`src/rtl/aes_framer_pkg.sv`:
```
// Shared definitions for the AES UART command framer: frame geometry,
// opcode byte values, FSM state encoding and an opcode-recognition helper.
package aes_framer_pkg;

    localparam int FRAME_BITS = 144;

    // Opcode byte values (ASCII)
    localparam logic [7:0] OP_TEST  = 8'h41; // "A"
    localparam logic [7:0] OP_KEY   = 8'h43; // "C"
    localparam logic [7:0] OP_TEXT  = 8'h44; // "D"
    localparam logic [7:0] OP_ENC   = 8'h45; // "E"
    localparam logic [7:0] OP_RES   = 8'h40; // "@"
    localparam logic [7:0] OP_RDKEY = 8'h61; // "a"
    localparam logic [7:0] OP_RDTXT = 8'h62; // "b"

    typedef enum logic [1:0] {
        IDLE  = 2'd0,
        RECV  = 2'd1,
        CHECK = 2'd2,
        EXEC  = 2'd3
    } fsm_state_t;

    // True when the byte is one of the supported opcodes
    function automatic logic op_known(input logic [7:0] op);
        logic known_v;
        case (op)
            OP_TEST, OP_KEY, OP_TEXT, OP_ENC,
            OP_RES, OP_RDKEY, OP_RDTXT: known_v = 1'b1;
            default:                    known_v = 1'b0;
        endcase
        return known_v;
    endfunction

endpackage

```
`src/rtl/aes_uart_cmd_framer_assembler.sv`:
```
// frame_shift_assembler: collects UART RX bytes into 144-bit frames.
// Bytes shift in at the bottom, so the first byte of a frame ends up in
// [143:136]. The completed frame is snapshotted so that bytes of the next
// frame can keep shifting in while the opcode FSM still works on it.
// Optional macro AES_FRAMER_TIMEOUT_EN: an inter-byte gap counter aborts a
// partial frame after TIMEOUT_CYCLES idle cycles.
module frame_shift_assembler
    import aes_framer_pkg::*;
#(
    parameter int FRAME_BYTES    = 18,
    parameter int TIMEOUT_CYCLES = 1_000_000
) (
    input  logic                  clk,
    input  logic                  rst,
    input  logic [7:0]            rx_data,
    input  logic                  rx_valid,
    output logic                  frame_done,
    output logic [FRAME_BITS-1:0] frame,
    output logic                  pending,
    output logic                  timeout
);

    localparam logic [4:0] IDX_LAST = 5'(FRAME_BYTES - 1);

    logic [4:0]            idx_r;
    logic [FRAME_BITS-1:0] shift_r;
    logic [FRAME_BITS-1:0] frame_r;
    logic                  done_s;
    logic                  timeout_s;

    assign done_s = rx_valid && (idx_r == IDX_LAST);

`ifdef AES_FRAMER_TIMEOUT_EN
    localparam int GAP_W = $clog2(TIMEOUT_CYCLES + 1);
    localparam logic [GAP_W-1:0] GAP_LAST = GAP_W'(TIMEOUT_CYCLES - 1);

    logic [GAP_W-1:0] gap_r;

    // Abort once the partial frame has seen TIMEOUT_CYCLES idle cycles
    assign timeout_s = !rx_valid && (idx_r != 5'd0) && (gap_r == GAP_LAST);

    // Inter-byte gap counter: restarts on every byte, idles with no partial frame
    always_ff @(posedge clk or negedge rst) begin
        if (!rst) begin
            gap_r <= {GAP_W{1'b0}};
        end else if (rx_valid || (idx_r == 5'd0) || timeout_s) begin
            gap_r <= {GAP_W{1'b0}};
        end else begin
            gap_r <= gap_r + {{(GAP_W-1){1'b0}}, 1'b1};
        end
    end
`else
    // No gap supervision: a partial frame waits until more bytes or reset.
    // TIMEOUT_CYCLES is referenced only so the parameter stays part of the interface.
    assign timeout_s = 1'b0 & (TIMEOUT_CYCLES == 0);
`endif

    // Byte index within the current frame; wraps after the last byte
    always_ff @(posedge clk or negedge rst) begin
        if (!rst) begin
            idx_r <= 5'd0;
        end else if (rx_valid) begin
            if (idx_r == IDX_LAST) begin
                idx_r <= 5'd0;
            end else begin
                idx_r <= idx_r + 5'd1;
            end
        end else if (timeout_s) begin
            idx_r <= 5'd0;
        end else begin
            idx_r <= idx_r;
        end
    end

    // Byte shift register, newest byte at the bottom
    always_ff @(posedge clk or negedge rst) begin
        if (!rst) begin
            shift_r <= {FRAME_BITS{1'b0}};
        end else if (rx_valid) begin
            shift_r <= {shift_r[FRAME_BITS-9:0], rx_data};
        end else begin
            shift_r <= shift_r;
        end
    end

    // Snapshot of the last completed frame, stable while the next one arrives
    always_ff @(posedge clk or negedge rst) begin
        if (!rst) begin
            frame_r <= {FRAME_BITS{1'b0}};
        end else if (done_s) begin
            frame_r <= {shift_r[FRAME_BITS-9:0], rx_data};
        end else begin
            frame_r <= frame_r;
        end
    end

    assign frame_done = done_s;
    assign frame      = frame_r;
    assign pending    = (idx_r != 5'd0);
    assign timeout    = timeout_s;

endmodule

```
`src/rtl/aes_uart_cmd_framer.sv`:
```
// aes_uart_cmd_framer: command front end between the UART byte stream and
// the AES-128 encrypt core. Validates 18-byte command frames, drives the
// key/plaintext/load interface of the core, captures its result and builds
// 18-byte reply frames for the UART TX path.
// Optional macro AES_FRAMER_TIMEOUT_EN enables the partial-frame timeout.
module aes_uart_cmd_framer
    import aes_framer_pkg::*;
#(
    parameter int                    FRAME_BYTES    = 18,
    parameter int                    TIMEOUT_CYCLES = 1_000_000,
    parameter logic [FRAME_BITS-1:0] TEST_PATTERN   = 144'h313233343536373839303132333435363738
) (
    input  logic                  clk,
    input  logic                  rst,
    input  logic [7:0]            rx_data,
    input  logic                  rx_valid,
    output logic [127:0]          key,
    output logic [127:0]          text,
    output logic                  aes_ld,
    input  logic                  aes_done,
    input  logic [127:0]          aes_result,
    output logic [FRAME_BITS-1:0] tx_frame,
    output logic                  tx_send,
    output logic                  busy,
    output logic [7:0]            err_cnt
);

    fsm_state_t state_r;
    fsm_state_t state_next_s;

    logic                  frame_done_s;
    logic                  pending_s;
    logic                  timeout_s;
    logic [FRAME_BITS-1:0] frame_s;

    logic [7:0]   op_s;
    logic [7:0]   trailer_s;
    logic [127:0] payload_s;
    logic         frame_ok_s;
    logic [127:0] result_fwd_s;

    logic                  key_wr_s;
    logic                  text_wr_s;
    logic                  ld_req_s;
    logic                  reply_s;
    logic                  err_chk_s;
    logic                  err_enc_s;
    logic                  err_inc_s;
    logic [FRAME_BITS-1:0] reply_frame_s;

    logic [127:0]          key_r;
    logic [127:0]          text_r;
    logic [127:0]          result_r;
    logic                  busy_r;
    logic                  aes_ld_r;
    logic                  tx_send_r;
    logic [FRAME_BITS-1:0] tx_frame_r;
    logic [7:0]            err_cnt_r;

    frame_shift_assembler #(
        .FRAME_BYTES    (FRAME_BYTES),
        .TIMEOUT_CYCLES (TIMEOUT_CYCLES)
    ) u_assembler (
        .clk        (clk),
        .rst        (rst),
        .rx_data    (rx_data),
        .rx_valid   (rx_valid),
        .frame_done (frame_done_s),
        .frame      (frame_s),
        .pending    (pending_s),
        .timeout    (timeout_s)
    );

    assign op_s         = frame_s[143:136];
    assign payload_s    = frame_s[135:8];
    assign trailer_s    = frame_s[7:0];
    assign frame_ok_s   = (op_s == trailer_s) && op_known(op_s);
    // A result arriving in the same cycle as a read-back is forwarded
    assign result_fwd_s = aes_done ? aes_result : result_r;
    assign err_inc_s    = err_chk_s | err_enc_s | timeout_s;

    // FSM state register
    always_ff @(posedge clk or negedge rst) begin
        if (!rst) begin
            state_r <= IDLE;
        end else begin
            state_r <= state_next_s;
        end
    end

    // FSM next state; a byte taken during CHECK/EXEC resumes reception from IDLE
    always_comb begin
        state_next_s = state_r;
        case (state_r)
            IDLE: begin
                if (frame_done_s) begin
                    state_next_s = CHECK;
                end else if (rx_valid || pending_s) begin
                    state_next_s = RECV;
                end else begin
                    state_next_s = IDLE;
                end
            end
            RECV: begin
                if (frame_done_s) begin
                    state_next_s = CHECK;
                end else if (timeout_s) begin
                    state_next_s = IDLE;
                end else begin
                    state_next_s = RECV;
                end
            end
            CHECK: begin
                if (frame_ok_s) begin
                    state_next_s = EXEC;
                end else begin
                    state_next_s = IDLE;
                end
            end
            EXEC:    state_next_s = IDLE;
            default: state_next_s = IDLE;
        endcase
    end

    // FSM outputs: frame rejection in CHECK, opcode action decode in EXEC
    always_comb begin
        key_wr_s      = 1'b0;
        text_wr_s     = 1'b0;
        ld_req_s      = 1'b0;
        reply_s       = 1'b0;
        err_chk_s     = 1'b0;
        err_enc_s     = 1'b0;
        reply_frame_s = {FRAME_BITS{1'b0}};
        case (state_r)
            CHECK: begin
                if (!frame_ok_s) begin
                    err_chk_s = 1'b1;
                end else begin
                    err_chk_s = 1'b0;
                end
            end
            EXEC: begin
                case (op_s)
                    OP_KEY:  key_wr_s  = 1'b1;
                    OP_TEXT: text_wr_s = 1'b1;
                    OP_ENC: begin
                        if (busy_r) begin
                            err_enc_s = 1'b1;
                        end else begin
                            ld_req_s = 1'b1;
                        end
                    end
                    OP_RES: begin
                        reply_s       = 1'b1;
                        reply_frame_s = {op_s, result_fwd_s, op_s};
                    end
                    OP_RDKEY: begin
                        reply_s       = 1'b1;
                        reply_frame_s = {op_s, key_r, op_s};
                    end
                    OP_RDTXT: begin
                        reply_s       = 1'b1;
                        reply_frame_s = {op_s, text_r, op_s};
                    end
                    OP_TEST: begin
                        reply_s       = 1'b1;
                        reply_frame_s = TEST_PATTERN;
                    end
                    default: reply_s = 1'b0;
                endcase
            end
            default: reply_s = 1'b0;
        endcase
    end

    // Key and plaintext registers; updates apply even while the core is busy
    always_ff @(posedge clk or negedge rst) begin
        if (!rst) begin
            key_r  <= 128'd0;
            text_r <= 128'd0;
        end else begin
            if (key_wr_s) begin
                key_r <= payload_s;
            end else begin
                key_r <= key_r;
            end
            if (text_wr_s) begin
                text_r <= payload_s;
            end else begin
                text_r <= text_r;
            end
        end
    end

    // Result capture and in-flight flag, tracked in every FSM state
    always_ff @(posedge clk or negedge rst) begin
        if (!rst) begin
            result_r <= 128'd0;
            busy_r   <= 1'b0;
        end else begin
            if (aes_done) begin
                result_r <= aes_result;
            end else begin
                result_r <= result_r;
            end
            if (ld_req_s) begin
                busy_r <= 1'b1;
            end else if (aes_done) begin
                busy_r <= 1'b0;
            end else begin
                busy_r <= busy_r;
            end
        end
    end

    // Registered core load pulse, TX trigger and reply frame
    always_ff @(posedge clk or negedge rst) begin
        if (!rst) begin
            aes_ld_r   <= 1'b0;
            tx_send_r  <= 1'b0;
            tx_frame_r <= {FRAME_BITS{1'b0}};
        end else begin
            aes_ld_r  <= ld_req_s;
            tx_send_r <= reply_s;
            if (reply_s) begin
                tx_frame_r <= reply_frame_s;
            end else begin
                tx_frame_r <= tx_frame_r;
            end
        end
    end

    // Rejected-frame counter, saturating at 255
    always_ff @(posedge clk or negedge rst) begin
        if (!rst) begin
            err_cnt_r <= 8'd0;
        end else if (err_inc_s && (err_cnt_r != 8'hFF)) begin
            err_cnt_r <= err_cnt_r + 8'd1;
        end else begin
            err_cnt_r <= err_cnt_r;
        end
    end

    assign key      = key_r;
    assign text     = text_r;
    assign aes_ld   = aes_ld_r;
    assign tx_frame = tx_frame_r;
    assign tx_send  = tx_send_r;
    assign busy     = busy_r;
    assign err_cnt  = err_cnt_r;

endmodule

```
`config.mk`:
```
export PLATFORM = sky130hd
export DESIGN_NAME = aes_uart_cmd_framer
export DESIGN_NICKNAME = d
export VERILOG_FILES = /design/src/rtl/aes_framer_pkg.sv /design/src/rtl/aes_uart_cmd_framer_assembler.sv /design/src/rtl/aes_uart_cmd_framer.sv
export SDC_FILE = /design/constraint.sdc
export NUM_CORES = 1
export LEC_CHECK = 0
export CAP_MARGIN = 25
export CELL_PAD_IN_SITES_DETAIL_PLACEMENT = 1
export CELL_PAD_IN_SITES_GLOBAL_PLACEMENT = 1
export CORE_ASPECT_RATIO = 1.4
export CORE_UTILIZATION = 40
export CTS_CLUSTER_SIZE = 8
export DETAILED_ROUTE_END_ITERATION = 10
export PLACE_DENSITY_LB_ADDON = 0.1
export SLEW_MARGIN = 20
export SYNTH_ARGS = -nofsm -noshare
export SYNTH_HDL_FRONTEND = slang
export SYNTH_SLANG_ARGS = --single-unit
```
`constraint.sdc`:
```
create_clock -name clk -period 2.1 [get_ports clk]
set_clock_uncertainty 0.15 [all_clocks]
set_input_delay 0.42 -clock clk [delete_from_list [all_inputs] [get_ports clk]]
set_output_delay 0.42 -clock clk [all_outputs]
set_load 0.005 [all_outputs]
```
After elaboration in Yosys (flattened, before gate mapping). Index checks and enable logic that the tools add are counted.

Output and inout bits: 411. Register bits: 826.

Eq/ne operators: 13. Reduce and logical (&&, ||, !) cells: 9. Bitwise gates (word level): 1. Add/subtract/negate cells: 2. Muxes and demuxes: 26.

Operators by type and width (count): $pmux 144 s4 (1); $mux 144 (1); $mux 128 (1); $eq 8x7->1 const B (7); $mux 1 (18); $add 8x1->8 const B (1); $eq 8x8->1 (1); $ne 8x8->1 const B (1); $pmux 2 s4 (1); $reduce_or 7->1 (1); $mux 2 (3); $add 5x1->5 const B (1); $eq 5x5->1 const B (1); $mux 5 (1); $reduce_bool 5->1 (1); $eq 2x2->1 const B (2); $reduce_or 4->1 (1); $logic_and 1x1->1 (3); $eq 2x1->1 const B (1); $logic_not 2->1 (1); $reduce_bool 2->1 (1); $logic_or 1x1->1 (1); $or 1x1->1 (1).

Depth between registers and ports, before layout.
Depth in word-level cells: 8. Gate-level depth with buffers: 9. Mapped depth without buffers: 6.

Cells and area by module. A second synthesis with hierarchy kept.

Cell total of the unflattened synthesis: 2558. Area total of the unflattened synthesis: 34605.7 µm².

Modules (own cells, without submodules): aes_uart_cmd_framer (times used 1, cells each 1936, area an instance 23636.4 µm², seq. area each 13387.8 µm²); frame_shift_assembler (times used 1, cells each 622, area an instance 10969.3 µm², seq. area each 7131.8 µm²).

Worst setup path before layout. Ideal clock, no wire load.

Kind: register to register. From: reg u_assembler.frame_r[139], in the netlist u_assembler.frame[139]. To: reg tx_frame_r[77], in the netlist tx_frame[77]. Path slack: -189 ps. Cell stages (with the launch flop): 8. Buffers on the path: 2. Data arrival time: 2014 ps. Data required time: 1825 ps. Library setup time: 125 ps. Cells stage by stage: dfrtp_1 > or4b_4 > nor3_4 > o21ai_1 > buf_2 > inv_2 > buf_4 > mux2_2.

Word-level cells in the longest chain between the ends: 4. Elaborated cells on any way between the ends: 9. Classes of those cells: 4 x eq/ne; 4 x mux; 1 x reduce/logical.

Ends and longest elaborated chain: start, declared (line aes_uart_cmd_framer_assembler.sv:27) `logic [FRAME_BITS-1:0] frame_r;`; start signal, assigned (line aes_uart_cmd_framer_assembler.sv:89) `frame_r <= {FRAME_BITS{1'b0}};`; start signal, assigned (line aes_uart_cmd_framer_assembler.sv:91) `frame_r <= {shift_r[FRAME_BITS-9:0], rx_data};`; start signal, assigned (line aes_uart_cmd_framer_assembler.sv:93) `frame_r <= frame_r;`; $eq 8x7->1 (line aes_uart_cmd_framer.sv:143) `case (op_s)`; $reduce_or 4->1 (no source line); $mux 1 (line aes_uart_cmd_framer.sv:143); $mux 1 (line aes_uart_cmd_framer.sv:134) `case (state_r)`; end signal, assigned (line aes_uart_cmd_framer.sv:221) `tx_frame_r <= {FRAME_BITS{1'b0}};`; end signal, assigned (line aes_uart_cmd_framer.sv:226) `tx_frame_r <= reply_frame_s;`; end signal, assigned (line aes_uart_cmd_framer.sv:228) `tx_frame_r <= tx_frame_r;`; end, declared (line aes_uart_cmd_framer.sv:57) `logic [FRAME_BITS-1:0] tx_frame_r;`.

Several ways; a longest one is shown, not always the timed one. A chain may end at the register's enable or synchronous reset.

Worst setup path in the final report.
From: reg u_assembler.frame_r[139], in the netlist u_assembler.frame[139]. To: reg key_r[5], in the netlist key[5].

Word-level cells in the longest chain between the ends: 3.

Ends and longest elaborated chain: $eq 8x7->1 (line aes_uart_cmd_framer.sv:143); $mux 1 (line aes_uart_cmd_framer.sv:143); $mux 1 (line aes_uart_cmd_framer.sv:134); end signal, assigned (line aes_uart_cmd_framer.sv:183) `key_r <= payload_s;`; end signal, assigned (line aes_uart_cmd_framer.sv:185) `key_r <= key_r;`; end, declared (line aes_uart_cmd_framer.sv:51) `logic [127:0] key_r;`.

Every way passes these cells.

==> impl_metrics.env <==
export IMPL_synthArstFlopShare=1.000
export IMPL_fin_crit_ns=2.372
export IMPL_syn_inst=2292
export IMPL_maxSlewHeadroom=0.6464
export IMPL_worst_setup_path_start_kind="flop"
export IMPL_route_detailed_drc=0
export IMPL_synthesis_area_um2=33270
export IMPL_drt_pre_antenna_iters=4
export IMPL_critical_path_launch_point="u_assembler.frame[139]$_DFFE_PN0P_"
export IMPL_critPathMaxFanout=17
export IMPL_synth_net_count=2436
export IMPL_start_util=0.4053
export IMPL_yosysWarnings=0
export IMPL_worstReg2RegEnd="key[5]$_DFFE_PN0P_"
export IMPL_hold_viol=0
export IMPL_peak_vdd_ir_mv=0.6922
export IMPL_worstReg2RegStart="u_assembler.frame[139]$_DFFE_PN0P_"
export IMPL_drt_initial_drc_count=856
export IMPL_max_slew_worst_pin_slew_ns=0.5280
export IMPL_h_tree_depth=3
export IMPL_final_setup_viol_count=772
export IMPL_critPathCaptureType="flop"
export IMPL_area_growth_syn_to_fin_pct=38.37
export IMPL_critPathCapture="key[5]$_DFFE_PN0P_"
export IMPL_ys_flop_type="dfrtp_1"
export IMPL_rows=124
export IMPL_num_fill_cells=7786
export IMPL_final_nets=3140
export IMPL_worstHoldPathType="in2async"
export IMPL_max_cap_violations=0
export IMPL_floorplan_die_height_um=343.2
export IMPL_clock_insertion_delay_worst_skew_ns=0.67
export IMPL_worst_endpoint_arrival_ns=2.76
export IMPL_num_io_pins=551
export IMPL_grt_start_max_net_pins=83
export IMPL_final_min_period_over_clock_period=1.129
export IMPL_status="finished, violations left"
export IMPL_synth_ff_latch_count=820
export IMPL_post_route_cells_drive_above_1_share=0.3510
export IMPL_grt_pass1_vias=24780
export IMPL_placement_setup_worst_slack_ns=-0.3487
export IMPL_finalWirelength_um=111900
export IMPL_overflow=0
export IMPL_wire_length_of_the_first_global_routing_pass_um=158400
export IMPL_clockBufferDepth=3
export IMPL_max_freq_ghz=0.4217
export IMPL_core_area_um2=82070
export IMPL_number_of_sinks_handled_by_clock_tree_synthesis=820
export IMPL_num_vias=22400
export IMPL_tritoncts_clock_tree="built"
export IMPL_setup_worst_path_class="reg2reg"
export IMPL_syn_area_per_cell_um2=14.51
export IMPL_fin_total_pwr_mw=41.05
export IMPL_gpl_final_weighted_congestion=0.8182
export IMPL_die_w_um=245.7
export IMPL_unrepaired_setup_endpoints_after_global_routing="true"
export IMPL_post_route_worst_setup_slack_ns=-0.2716
export IMPL_root_buffer="clkbuf_16"
export IMPL_failed_checks="setup timing"
export IMPL_synth_seq_area_share=0.6168
export IMPL_power_density_cell_area_nw_per_um2=891.8
export IMPL_worstRegToRegCells=6
export IMPL_routed_via_density=5.497
export IMPL_number_of_buffers_created_by_cts=112
export IMPL_wl_per_cell_um=27.44
export IMPL_reg2reg_setup_slack_ns=-0.27
export IMPL_synth_lib_cells_used_distinct=53
export IMPL_timing_final_max_slew_violations=0
export IMPL_clk_pin_slew_ns=0.05
export IMPL_all_layer_global_routing_usage=0.2487
export IMPL_post_detail_place_hpwl_um=74120
export IMPL_grt_antenna_before_repair=8
export IMPL_detail_route_antenna_nets=0
export IMPL_die_area_um2=84340
export IMPL_portBuffers=550
export IMPL_static_leakage_power_nw=20.91
export IMPL_critPathRequiredTime_ns=2.49
export IMPL_synth_edf_count=0
==> per-stage QoR <==
step / utilization / setup TNS (ns) / hold slack, ns / area [um^2] / instances
3_3_place_gp: 0.5019 / -65.16 / 0.1769 / 41190 / 3899
5_1_grt: 0.5609 / -132.08 / 0.05737 / 46030 / 4076
4_1_cts: 0.5410 / -105.19 / 0.04755 / 44410 / 4027
2_1_floorplan: - / -15.12 / -0.02559 / 33300 / 2292
6_report: 0.5609 / -79.93 / 0.07314 / 46030 / 4076
3_5_place_dp: 0.5019 / -74.78 / 0.1751 / 41190 / 3899
==> logic make-up (layout without fill, tap and decap cells) <==
logic type | count (synthesis) | after routing | share of synthesized area
buf+inv | 179 | 890 | 0.02441
compound gates | 365 | 365 | 0.08173
other cells | 0 | 2 | 0
flops | 820 | 820 | 0.6168
xor+xnor | 10 | 10 | 0.002633
mux | 717 | 717 | 0.2427
fa+ha+maj | 4 | 4 | 0.001504
simple gates | 197 | 197 | 0.03028
==> synthesized netlist by cell type (3+ instances only) <==
library cell	n	share of area
buf_2	22	0.0033
inv_1	7	0.00079
ha_1	4	0.0015
o221ai_1	9	0.0024
nand2_1	86	0.0097
a22o_1	71	0.019
nand2b_1	52	0.0098
and2_1	5	0.00094
buf_4	24	0.0054
mux2_1	152	0.051
a21oi_1	9	0.0014
nor2_1	19	0.0021
buf_6	3	0.0010
mux2_2	564	0.19
o21ai_0	35	0.0053
a211oi_1	3	0.00068
nor3b_1	3	0.00068
o21ai_1	40	0.0060
a22oi_1	128	0.029
nand3_1	4	0.00060
nand4_1	6	0.0011
buf_1	5	0.00056
xnor2_1	6	0.0016
clkbuf_1	117	0.013
o2bb2ai_1	49	0.013
dfrtp_1	820	0.62
nor2b_1	6	0.0011
o21a_1	9	0.0020
xor2_1	4	0.0011
==> worst max-delay path, cell delays in order, from the launching register on <==
cell     delay (ns)
dfrtp_1        0.39
or4b_4         0.57
nor3_4         0.14
and3_4         0.24
buf_12         0.19
buf_16         0.20
mux2_2         0.34
==> flip-flops by register name (all words and copies together) (netlist names) <==
name                 count
result_r               128
err_cnt                  8
text                   128
busy                     1
u_assembler.shift_r    136
state_r                  2
u_assembler.frame      144
u_assembler.idx_r        5
aes_ld                   1
key                    128
tx_send                  1
tx_frame               138
==> layout by cell type (no fill, tap or decap), drive strengths merged, types with 3 or more instances in the layout <==
master / n
nand2: 86
nand2b: 52
clkdlybuf4s50: 538
xnor2: 6
o21a: 9
dlymetal6s2s: 4
o21ai: 75
nor2: 20
clkbuf: 137
a21oi: 10
mux2: 716
a22oi: 128
nor3: 3
xor2: 4
o2bb2ai: 49
buf: 190
nor3b: 3
dfrtp: 820
nor2b: 6
nand3: 4
a22o: 71
and2: 5
inv: 12
o221ai: 9
dlygate4sd2: 5
ha: 4
a211oi: 3
nand4: 6
==> report_power, final <==
| part | internal [mW] | leakage, nW | switching, mW |
|---|---|---|---|
| sequential | 17.9 | 10.5 | 1.88 |
| clock | 9.59 | 1.46 | 6.50 |
| combinational | 2.74 | 8.97 | 2.44 |
| total | 30.2 | 20.9 | 10.8 |
==> layout make-up <==
cell class	count	area (um^2)	share of cell area
well taps	1071	1340	0.02911
clock inverters	6	103.9	0.002256
inverters	8	37.54	0.0008154
repair inverters	1	8.758	0.0001903
clock buffers	115	2856	0.06205
flip-flops and latches	820	20530	0.4459
repair buffers	760	8354	0.1815
diodes	2	5.005	0.0001087
multi-input cells	1293	12800	0.2780
==> metal layers <==
layer / vias to the layer above / GRT usage / wire length [um]
met5: - / 0 / 82
met4: 12 / 0.08747 / 4569
met3: 213 / 0.05570 / 6119
met2: 659 / 0.4315 / 57240
met1: 11820 / 0.3028 / 43860
li1: 9703 / - / -
==> worst min-delay path by stage <==
stage | slack (ns) | startpoint | to | cells past startpoint
final | 0.07 | rst | tx_frame[55]$_DFFE_PN0P_ | 2
after global routing | 0.06 | rst | tx_frame[55]$_DFFE_PN0P_ | 2
after CTS | 0.05 | rst | tx_frame[55]$_DFFE_PN0P_ | 2
after detailed placement | 0.18 | rst | result_r[42]$_DFF_PN0_ | 1
after global placement | 0.18 | rst | result_r[46]$_DFF_PN0_ | 1
after floorplan | -0.03 | rst | aes_ld$_DFF_PN0_ | 0
==> timing repair <==
action,4_1_cts,5_1_grt
endpoints found under the setup margin,867,932
pin swaps,3,112
setup buffers,4,18
gates cloned,2,31
endpoints found under the hold margin,494,0
resized for setup,62,199
hold buffers,1,0
No activity file was read; power rests on OpenSTA's default activity.
